--- src/rtl/simt_pkg.sv ---
// Shared SIMT definitions: scanout FSM states and memory line geometry,
// common to the scanout engine and the line-memory model.
package simt_pkg;

  typedef enum logic [1:0] {
    SO_IDLE   = 2'd0,
    SO_FETCH0 = 2'd1,
    SO_STREAM = 2'd2,
    SO_DONE   = 2'd3
  } scanout_state_t;

  localparam int FB_LINE_BYTES = 128;
  localparam int FB_LINE_SHIFT = 7;

endpackage

--- src/rtl/fb_line_buffer.sv ---
// Two-entry memory-line buffer for framebuffer scanout: whole-line write from a
// read response, per-entry valid bits, single-bit read by (entry, bit offset).
module fb_line_buffer #(
  parameter int LINE_BITS = 1024,
  parameter int OFF_W     = $clog2(LINE_BITS)
) (
  input  logic                 clk,
  input  logic                 rst,
  input  logic                 wr_en,
  input  logic                 wr_sel,
  input  logic [LINE_BITS-1:0] wr_data,
  input  logic                 clr_en,
  input  logic                 clr_sel,
  input  logic                 rd_sel,
  input  logic [OFF_W-1:0]     rd_off,
  output logic                 rd_bit,
  output logic [1:0]           line_valid
);

  logic [LINE_BITS-1:0] lines [2];

  // NOTE: line storage is deliberately not reset; line_valid alone says whether an entry holds data.
  always_ff @(posedge clk) begin
    if (wr_en) lines[wr_sel] <= wr_data;
  end

  always_ff @(posedge clk) begin
    if (rst) begin
      line_valid <= '0;
    end else begin
      if (clr_en) line_valid[clr_sel] <= 1'b0;
      if (wr_en)  line_valid[wr_sel]  <= 1'b1;
    end
  end

  assign rd_bit = lines[rd_sel][rd_off];

endmodule

--- src/rtl/fb_scanout.sv ---
// Streams a 1bpp framebuffer from line memory as raster-order pixels, fetching
// the next memory line into the spare buffer while the current one drains.
module fb_scanout
  import simt_pkg::*;
#(
  parameter int          FB_WIDTH  = 64,
  parameter int          FB_HEIGHT = 64,
  parameter logic [31:0] FB_BASE   = 32'h2000,
  parameter int          LINE_BITS = 1024
) (
  input  logic                         clk,
  input  logic                         rst,
  input  logic                         start,
  output logic                         busy,
  output logic                         frame_done,
  output logic                         mem_req_valid,
  input  logic                         mem_req_ready,
  output logic [31:0]                  mem_req_addr,
  input  logic                         mem_rsp_valid,
  input  logic [LINE_BITS-1:0]         mem_rsp_data,
  output logic                         px_valid,
  input  logic                         px_ready,
  output logic                         px_data,
  output logic [$clog2(FB_WIDTH)-1:0]  px_x,
  output logic [$clog2(FB_HEIGHT)-1:0] px_y,
  output logic                         px_sof,
  output logic                         px_eol,
  output logic                         px_eof
);

  localparam int NLINES = FB_WIDTH * FB_HEIGHT / LINE_BITS;
  localparam int X_W    = $clog2(FB_WIDTH);
  localparam int Y_W    = $clog2(FB_HEIGHT);
  localparam int OFF_W  = $clog2(LINE_BITS);
  localparam int FL_W   = $clog2(NLINES + 1);

  scanout_state_t  state;
  logic            outstanding;
  logic            rd_buf;
  logic            wr_buf;
  logic [OFF_W-1:0] rd_off;
  logic [FL_W-1:0] fetch_line;
  logic [1:0]      line_valid;
  logic            rd_bit;

  logic rsp_accept, px_fire, last_in_line, at_eol, at_eof, want_req;

  // The linear pixel index modulo LINE_BITS is exactly the bit offset inside a line,
  // so rd_off walks the buffer while x/y only feed the sideband outputs.
  assign rsp_accept   = outstanding && mem_rsp_valid;
  assign px_fire      = px_valid && px_ready;
  assign last_in_line = (rd_off == OFF_W'(LINE_BITS - 1));
  assign at_eol       = (px_x == X_W'(FB_WIDTH - 1));
  assign at_eof       = at_eol && (px_y == Y_W'(FB_HEIGHT - 1));
  assign want_req     = (state == SO_STREAM) && !mem_req_valid && !outstanding &&
                        !line_valid[wr_buf] && (fetch_line < FL_W'(NLINES));

  assign busy       = (state == SO_FETCH0) || (state == SO_STREAM);
  assign frame_done = (state == SO_DONE);
  assign px_valid   = (state == SO_STREAM) && line_valid[rd_buf];
  assign px_data    = px_valid && rd_bit;
  assign px_sof     = px_valid && (px_x == '0) && (px_y == '0);
  assign px_eol     = px_valid && at_eol;
  assign px_eof     = px_valid && at_eof;

  fb_line_buffer #(.LINE_BITS(LINE_BITS), .OFF_W(OFF_W)) u_line_buffer (
    .clk        (clk),
    .rst        (rst),
    .wr_en      (rsp_accept),
    .wr_sel     (wr_buf),
    .wr_data    (mem_rsp_data),
    .clr_en     (px_fire && last_in_line),
    .clr_sel    (rd_buf),
    .rd_sel     (rd_buf),
    .rd_off     (rd_off),
    .rd_bit     (rd_bit),
    .line_valid (line_valid)
  );

  // NOTE: non-blocking assignments in clocked blocks so every update reads pre-edge values.
  always_ff @(posedge clk) begin
    if (rst) begin
      state         <= SO_IDLE;
      outstanding   <= 1'b0;
      mem_req_valid <= 1'b0;
      mem_req_addr  <= '0;
      fetch_line    <= '0;
      rd_buf        <= 1'b0;
      wr_buf        <= 1'b0;
      rd_off        <= '0;
      px_x          <= '0;
      px_y          <= '0;
    end else begin
      case (state)
        SO_IDLE: begin
          rd_buf     <= 1'b0;
          wr_buf     <= 1'b0;
          rd_off     <= '0;
          px_x       <= '0;
          px_y       <= '0;
          fetch_line <= '0;
          if (start) begin
            mem_req_valid <= 1'b1;
            mem_req_addr  <= FB_BASE;
            fetch_line    <= FL_W'(1);
            state         <= SO_FETCH0;
          end
        end
        SO_FETCH0: if (rsp_accept) state <= SO_STREAM;
        SO_STREAM: if (px_fire && at_eof) state <= SO_DONE;
        default:   state <= SO_IDLE;
      endcase

      if (mem_req_valid && mem_req_ready) begin
        mem_req_valid <= 1'b0;
        outstanding   <= 1'b1;
      end
      if (rsp_accept) begin
        outstanding <= 1'b0;
        wr_buf      <= ~wr_buf;
      end
      if (want_req) begin
        mem_req_valid <= 1'b1;
        mem_req_addr  <= FB_BASE + (32'(fetch_line) << FB_LINE_SHIFT);
        fetch_line    <= fetch_line + FL_W'(1);
      end

      if (px_fire) begin
        rd_off <= rd_off + OFF_W'(1);
        if (last_in_line) rd_buf <= ~rd_buf;
        if (at_eol) begin
          px_x <= '0;
          if (!at_eof) px_y <= px_y + Y_W'(1);
        end else begin
          px_x <= px_x + X_W'(1);
        end
      end
    end
  end

endmodule

--- config.mk ---
export PLATFORM = sky130hd
export DESIGN_NAME = fb_scanout
export DESIGN_NICKNAME = d
export VERILOG_FILES = /design/src/rtl/simt_pkg.sv /design/src/rtl/fb_line_buffer.sv /design/src/rtl/fb_scanout.sv
export SDC_FILE = /design/constraint.sdc
export NUM_CORES = 2
export LEC_CHECK = 0
export BUFFER_PORTS_ARGS = -buffer_cell sky130_fd_sc_hd__buf_2
export CAP_MARGIN = 20
export CORE_MARGIN = 2
export CORE_UTILIZATION = 44
export CTS_CLUSTER_SIZE = 12
export DETAILED_ROUTE_END_ITERATION = 10
export SLEW_MARGIN = 20
export SYNTH_ARGS = -nofsm -noshare
export SYNTH_HDL_FRONTEND = slang
export SYNTH_SLANG_ARGS = --single-unit
--- constraint.sdc ---
create_clock -name clk -period 38.7 [get_ports clk]
set_clock_uncertainty 0.15 [all_clocks]
set_input_delay 9.675 -clock clk [delete_from_list [all_inputs] [get_ports clk]]
set_output_delay 9.675 -clock clk [all_outputs]
set_load 0.01 [all_outputs]
# [After elaboration in Yosys (flattened, before gate mapping)]
# Memory sizes are Yosys's and may differ from the RTL's. A register that Yosys moved wholly into a read port is not among the register bits.
# Index checks and enable logic that the tools add are counted.
# W data, S select, Z words.
[op_classes] n_mul=0 shift=0 bitwise_logic=5 mux=44 n_reduce_logical=35 div=0 addsub=5 eq_ne=9 n_lt_le_gt_ge=6
[op_table] operator="$mux W32" count=3
[op_table] operator="$mux W6" count=7
[op_table] operator="$mux W1" count=20
[op_table] operator="$mux W10" count=2
[op_table] operator="$logic_and A1 B1 Y1" count=18
[op_table] operator="$add A14 B10 Y15 const A" count=1
[op_table] operator="$add A6 B1 Y6 const B" count=2
[op_table] operator="$eq A6 B6 Y1 const B" count=2
[op_table] operator="$logic_not A6 Y1" count=2
[op_table] operator="$mux W2" count=6
[op_table] operator="$lt A10 B11 Y1 const B" count=1
[op_table] operator="$add A10 B1 Y10 const B" count=1
[op_table] operator="$bmux W1 S10" count=1
[op_table] operator="$eq A10 B10 Y1 const B" count=1
[op_table] operator="$reduce_bool A2 Y1" count=4
[op_table] operator="$mux W3" count=2
[op_table] operator="$pmux W2 S3" count=1
[op_table] operator="$reduce_bool A3 Y1" count=2
[op_table] operator="$eq A2 B2 Y1 const B" count=2
[op_table] operator="$lt A1 B2 Y1 const B" count=2
[op_table] operator="$ne A2 B2 Y1 const B" count=2
[op_table] operator="$reduce_and A2 Y1" count=2
[op_table] operator="$add A3 B1 Y3 const B" count=1
[op_table] operator="$logic_not A1 Y1" count=3
[op_table] operator="13 further kinds" count=16
[totals] ramBits=2048 mem_bits_ro=0 memories=1 regBits=65 latchBits=0
[mem_list] memory="u_line_buffer.lines" depth=2 width=1024 rd=1 rd_clocked_by_memory_dff=1 wr=1 line_no="fb_line_buffer.sv:20" source="logic [LINE_BITS-1:0] lines [2];"

# [Depth between registers and ports, before layout]
[logic_depth] depth_word=10 ltp_mapped=16 depth_no_buf=10

# [Hierarchy]
# Synthesis repeated with hierarchy kept, for this count alone.
[unflattened] hier_cells=3919 area_unflattened_um2=81768.4
[by_module_without_submodules] module="fb_line_buffer" n_inst=1 cells_each=3660 area_each_um2=79650.1
[by_module_without_submodules] module="fb_scanout" n_inst=1 cells_each=259 area_each_um2=2118.3

# [Least setup slack after synthesis]
# No wires, ideal clock.
[synth_path] path_type="input-to-reg" startpoint="in mem_rsp_valid" endpoint="mem u_line_buffer.lines[0][0], enable pin" slack_ps=7399 setup_ps=1364 path_buffers=0 arrival_time_ps=29787 cell_stages=3 required_ps=37186 cell_sequence="nand2_1 -> or2_2 -> inv_1"
[synth_via] elab_chain_len=3
[synth_rtl] item="from (decl)" line_no="fb_scanout.sv:19" source="input logic mem_rsp_valid,"
[synth_rtl] item="$logic_and A1 B1 Y1" line_no="fb_scanout.sv:50" source="assign rsp_accept = outstanding && mem_rsp_valid;"
[synth_rtl] item="$mux W1" line_no="fb_line_buffer.sv:24" source="if (wr_en) lines[wr_sel] <= wr_data;"
[synth_rtl] item="$mux W1 (not written as such)" line_no="fb_line_buffer.sv:24"
[synth_rtl] item="to (decl)" line_no="fb_line_buffer.sv:20"
# Every way passes these cells.

# [Worst setup path after layout]
[layout_path] startpoint="reg rd_buf" endpoint="out px_data"
[layout_via] elab_chain_len=4
[layout_rtl] item="from (decl)" line_no="fb_scanout.sv:39" source="logic rd_buf;"
[layout_rtl] item="from (signal assigned)" line_no="fb_scanout.sv:130" source="if (last_in_line) rd_buf <= ~rd_buf;"
[layout_rtl] item="$mux W1 (not written as such) (2 in series)" line_no="fb_scanout.sv:60" source="assign px_valid = (state == SO_STREAM) && line_valid[rd_buf];"
[layout_rtl] item="$logic_and A1 B1 Y1" line_no="fb_scanout.sv:60"
[layout_rtl] item="$logic_and A1 B1 Y1" line_no="fb_scanout.sv:61" source="assign px_data = px_valid && rd_bit;"
[layout_rtl] item="to (decl)" line_no="fb_scanout.sv:23" source="output logic px_data,"
# Every way passes these cells. The select of a mux whose other input is x is not followed.

==> results.json <==
{
  "status": "finished, final reports clean",
  "setup_viol": 0,
  "drt_first_pass_iters": 5,
  "worstSkewPairLatency_ns": 0.87,
  "grt_max_degree": 169,
  "synth_enable_flop_cells": 2048,
  "layout.nets": 5945,
  "final_common_cell": "edfxtp_1",
  "pwr-share-clk_pct": 41.1,
  "gp_congestion": 0.821,
  "wl_per_cell_microns": 34.6,
  "setup.worst_path.end_class": "output pin",
  "ys_ff_latch": 2085,
  "grt_usage_pct": 27.6,
  "core-area_sq_um": 182000,
  "combPwrFrac_pct": 3.9,
  "ant_nets": 0,
  "cts_sinks": 2085,
  "drv_slew": 0,
  "grt_setup_unrepaired": "false",
  "cts_buffer_depth": 3,
  "ctsHtreeMaxLevel": 4,
  "maxCapViolCount": 0,
  "async_flop_share_pct": 0,
  "io_pins": 1082,
  "synthMuxAreaShare_pct": 15.0,
  "synth-simple-area-share_pct": 2.11,
  "cts-hold-fix-buffers": 0,
  "p_switching_mw": 0.973,
  "yosysUniqueCellTypes": 67,
  "gr-total-overflow": 0,
  "cts_setup_buffers": 0,
  "cts_root_buffer": "clkbuf_16",
  "drive_gt1_share_pct": 37.5,
  "timing.fmax_mhz": 55.9,
  "antenna_found_initial": 339,
  "period_minus_slack_ns": 17.88,
  "grt_pass1_vias": 44400,
  "floorplan.initialDensity_pct": 44.2,
  "max-vdd-ir-drop_mv": 0.0372,
  "vias": 44300,
  "final_cell_mix": "edfxtp_1 (2048), buf_2 (1055), mux4_2 (446)",
  "synth-adder-area-share_pct": 0.171,
  "dp_hpwl_microns": 184000,
  "postSynthCellCount": 3758,
  "p_per_area_nw_per_um2": 49.0,
  "clk_pin_slew_ns": 0.06,
  "p_int_mw": 3.68,
  "viasPerCell": 5.87,
  "area_growth_pct": 17.8,
  "io_buffers": 1053,
  "netlist_area_sq_um": 80600,
  "path_class": "register to output pin",
  "cp.required_ns": 28.88,
  "synthXorXnorAreaFrac_pct": 0,
  "tns_ns": 0,
  "wirelength_microns": 262000,
  "cts_inserted_buffers": 213,
  "seq_power_share_pct": 55.0,
  "grt_first_pass_wirelength_microns": 353000,
  "start_kind": "register",
  "tightest_slew_ns": 1.22,
  "final_core_utilization_pct": 52.0,
  "fin_crit_sh_pct": 46.2,
  "die_w_microns": 432,
  "syn_avg_cell_area_sq_um": 21.5,
  "drc_errors": 0,
  "power_leakage_nw": 30.9,
  "whs_ns": 0.326,
  "synth_seq_area_share_pct": 77.2,
  "synth-compound-area-share_pct": 3.58,
  "hold_path.class": "register to register",
  "ff2ff_setup_slack_ns": 33.95,
  "ys.flop_type": "edfxtp_1",
  "synth_top_family_by_area": "multiplexers",
  "drt_iter0_markers": 5145,
  "swShare_pct": 20.9,
  "post_cts_resized": 0,
  "dieArea_sq_um": 187000,
  "std_cell_rows": 157,
  "die_y_microns": 432,
  "hold_viol": 0,
  "p_total_mw": 4.65,
  "worstPathArrival_ns": 8.06,
  "nFillCells": 14600,
  "slew_headroom_pct": 18.5,
  "yosys_warnings": 0,
  "path_max_fanout": 44,
  "cts_tree": "done"
}
==> per-layer routing <==
metal | up-vias | track usage (%) | wire, microns
li1 | 18300 | - | -
met1 | 23000 | 34.3 | 98100
met2 | 2162 | 45.8 | 131000
met3 | 789 | 7.38 | 20900
met4 | 144 | 11.5 | 10300
met5 | - | 0 | 845
==> stage by stage <==
| stage | cell area (sq um) | setup WS [ns] | instances |
|---|---|---|---|
| 2_1_floorplan | 80700 | 7.40 | 3785 |
| 3_3_place_gp | 88300 | 21.44 | 7071 |
| 3_5_place_dp | 88300 | 21.48 | 7074 |
| 4_1_cts | 94700 | 20.48 | 7439 |
| 5_1_grt | 94900 | 20.22 | 7513 |
| 6_report | 95000 | 20.82 | 7556 |
==> power groups by stage <==
stage          sequential (mW)  combinational (mW)  clock, mW
3_5_place_dp              2.60               0.183          0
5_1_grt                   2.56               0.199       2.03
4_1_cts                   2.56               0.184       1.94
2_1_floorplan             2.67              0.0789          0
6_report                  2.56               0.184       1.91
3_3_place_gp              2.60               0.177          0
==> synthesized netlist by cell type, types with 17 or more instances <==
cell type / instances / share of area (%)
dfxtp_1: 37 / 0.92
buf_4: 50 / 0.47
o21ai_0: 44 / 0.27
a22oi_1: 108 / 1.0
a221oi_1: 45 / 0.49
a21oi_1: 96 / 0.60
nor2b_1: 21 / 0.16
nor2_1: 71 / 0.33
edfxtp_1: 2048 / 76
a31oi_1: 19 / 0.15
clkbuf_1: 88 / 0.41
buf_2: 38 / 0.24
mux2i_1: 179 / 2.2
nor3_1: 19 / 0.12
nand2_1: 115 / 0.54
a211oi_1: 19 / 0.18
buf_6: 43 / 0.60
nand3_1: 53 / 0.33
inv_1: 17 / 0.079
mux4_2: 446 / 12
==> critical path, stage by stage, from the launching register on <==
cell,delay [ns]
dfxtp_4,0.91
buf_4,0.79
buf_4,0.70
buf_4,0.70
buf_4,0.74
mux4_2,0.61
mux4_2,0.49
nor3b_1,0.49
o41ai_1,0.14
buf_4,0.21
nor3_1,0.37
o32ai_1,0.29
o41a_1,0.35
buf_2,0.23
==> state kept, by name (all words and copies together), names as in the netlist <==
| name | count |
|---|---|
| wr_buf | 1 |
| state | 2 |
| rd_buf | 1 |
| fetch_line | 3 |
| px_y | 6 |
| px_x | 6 |
| u_line_buffer.lines | 2048 |
| rd_off | 10 |
| outstanding | 1 |
| mem_req_valid | 1 |
| u_line_buffer.line_valid | 2 |
| mem_req_addr | 4 |
==> cells by family (layout without fill, tap and decap cells) <==
kind of cell,Yosys count,after routing
AOI/OAI and AO/OA,412,412
adders and majority gates,11,11
buffers and inverters,255,1524
DFF,2085,2085
muxes,639,639
other,1,145
and+or+nand+nor,355,355
==> path summary, 6_finish.rpt <==
check	from	endpoint	depth (start not counted)
worst max-delay path	rd_buf	px_data	13
worst min-delay path	mem_req_addr[7]	mem_req_addr[7]	2
worst max register to register	rd_off[0]	rd_off[9]	11
worst min register to register	mem_req_addr[7]	mem_req_addr[7]	2
==> layout make-up <==
type                       instances  area (sq um)  share of cell area, %
antenna                          117           293                  0.308
clock buffer                     280          5650                   5.94
clock inverter                    85           704                  0.742
inverter                          17          86.3                 0.0909
multi-input combinational       1445         17000                   17.9
sequential                      2085         62300                   65.6
tap                             2385          2980                   3.14
timing repair buffer            1142          6020                   6.34
No activity file was read; power rests on OpenSTA's default activity.
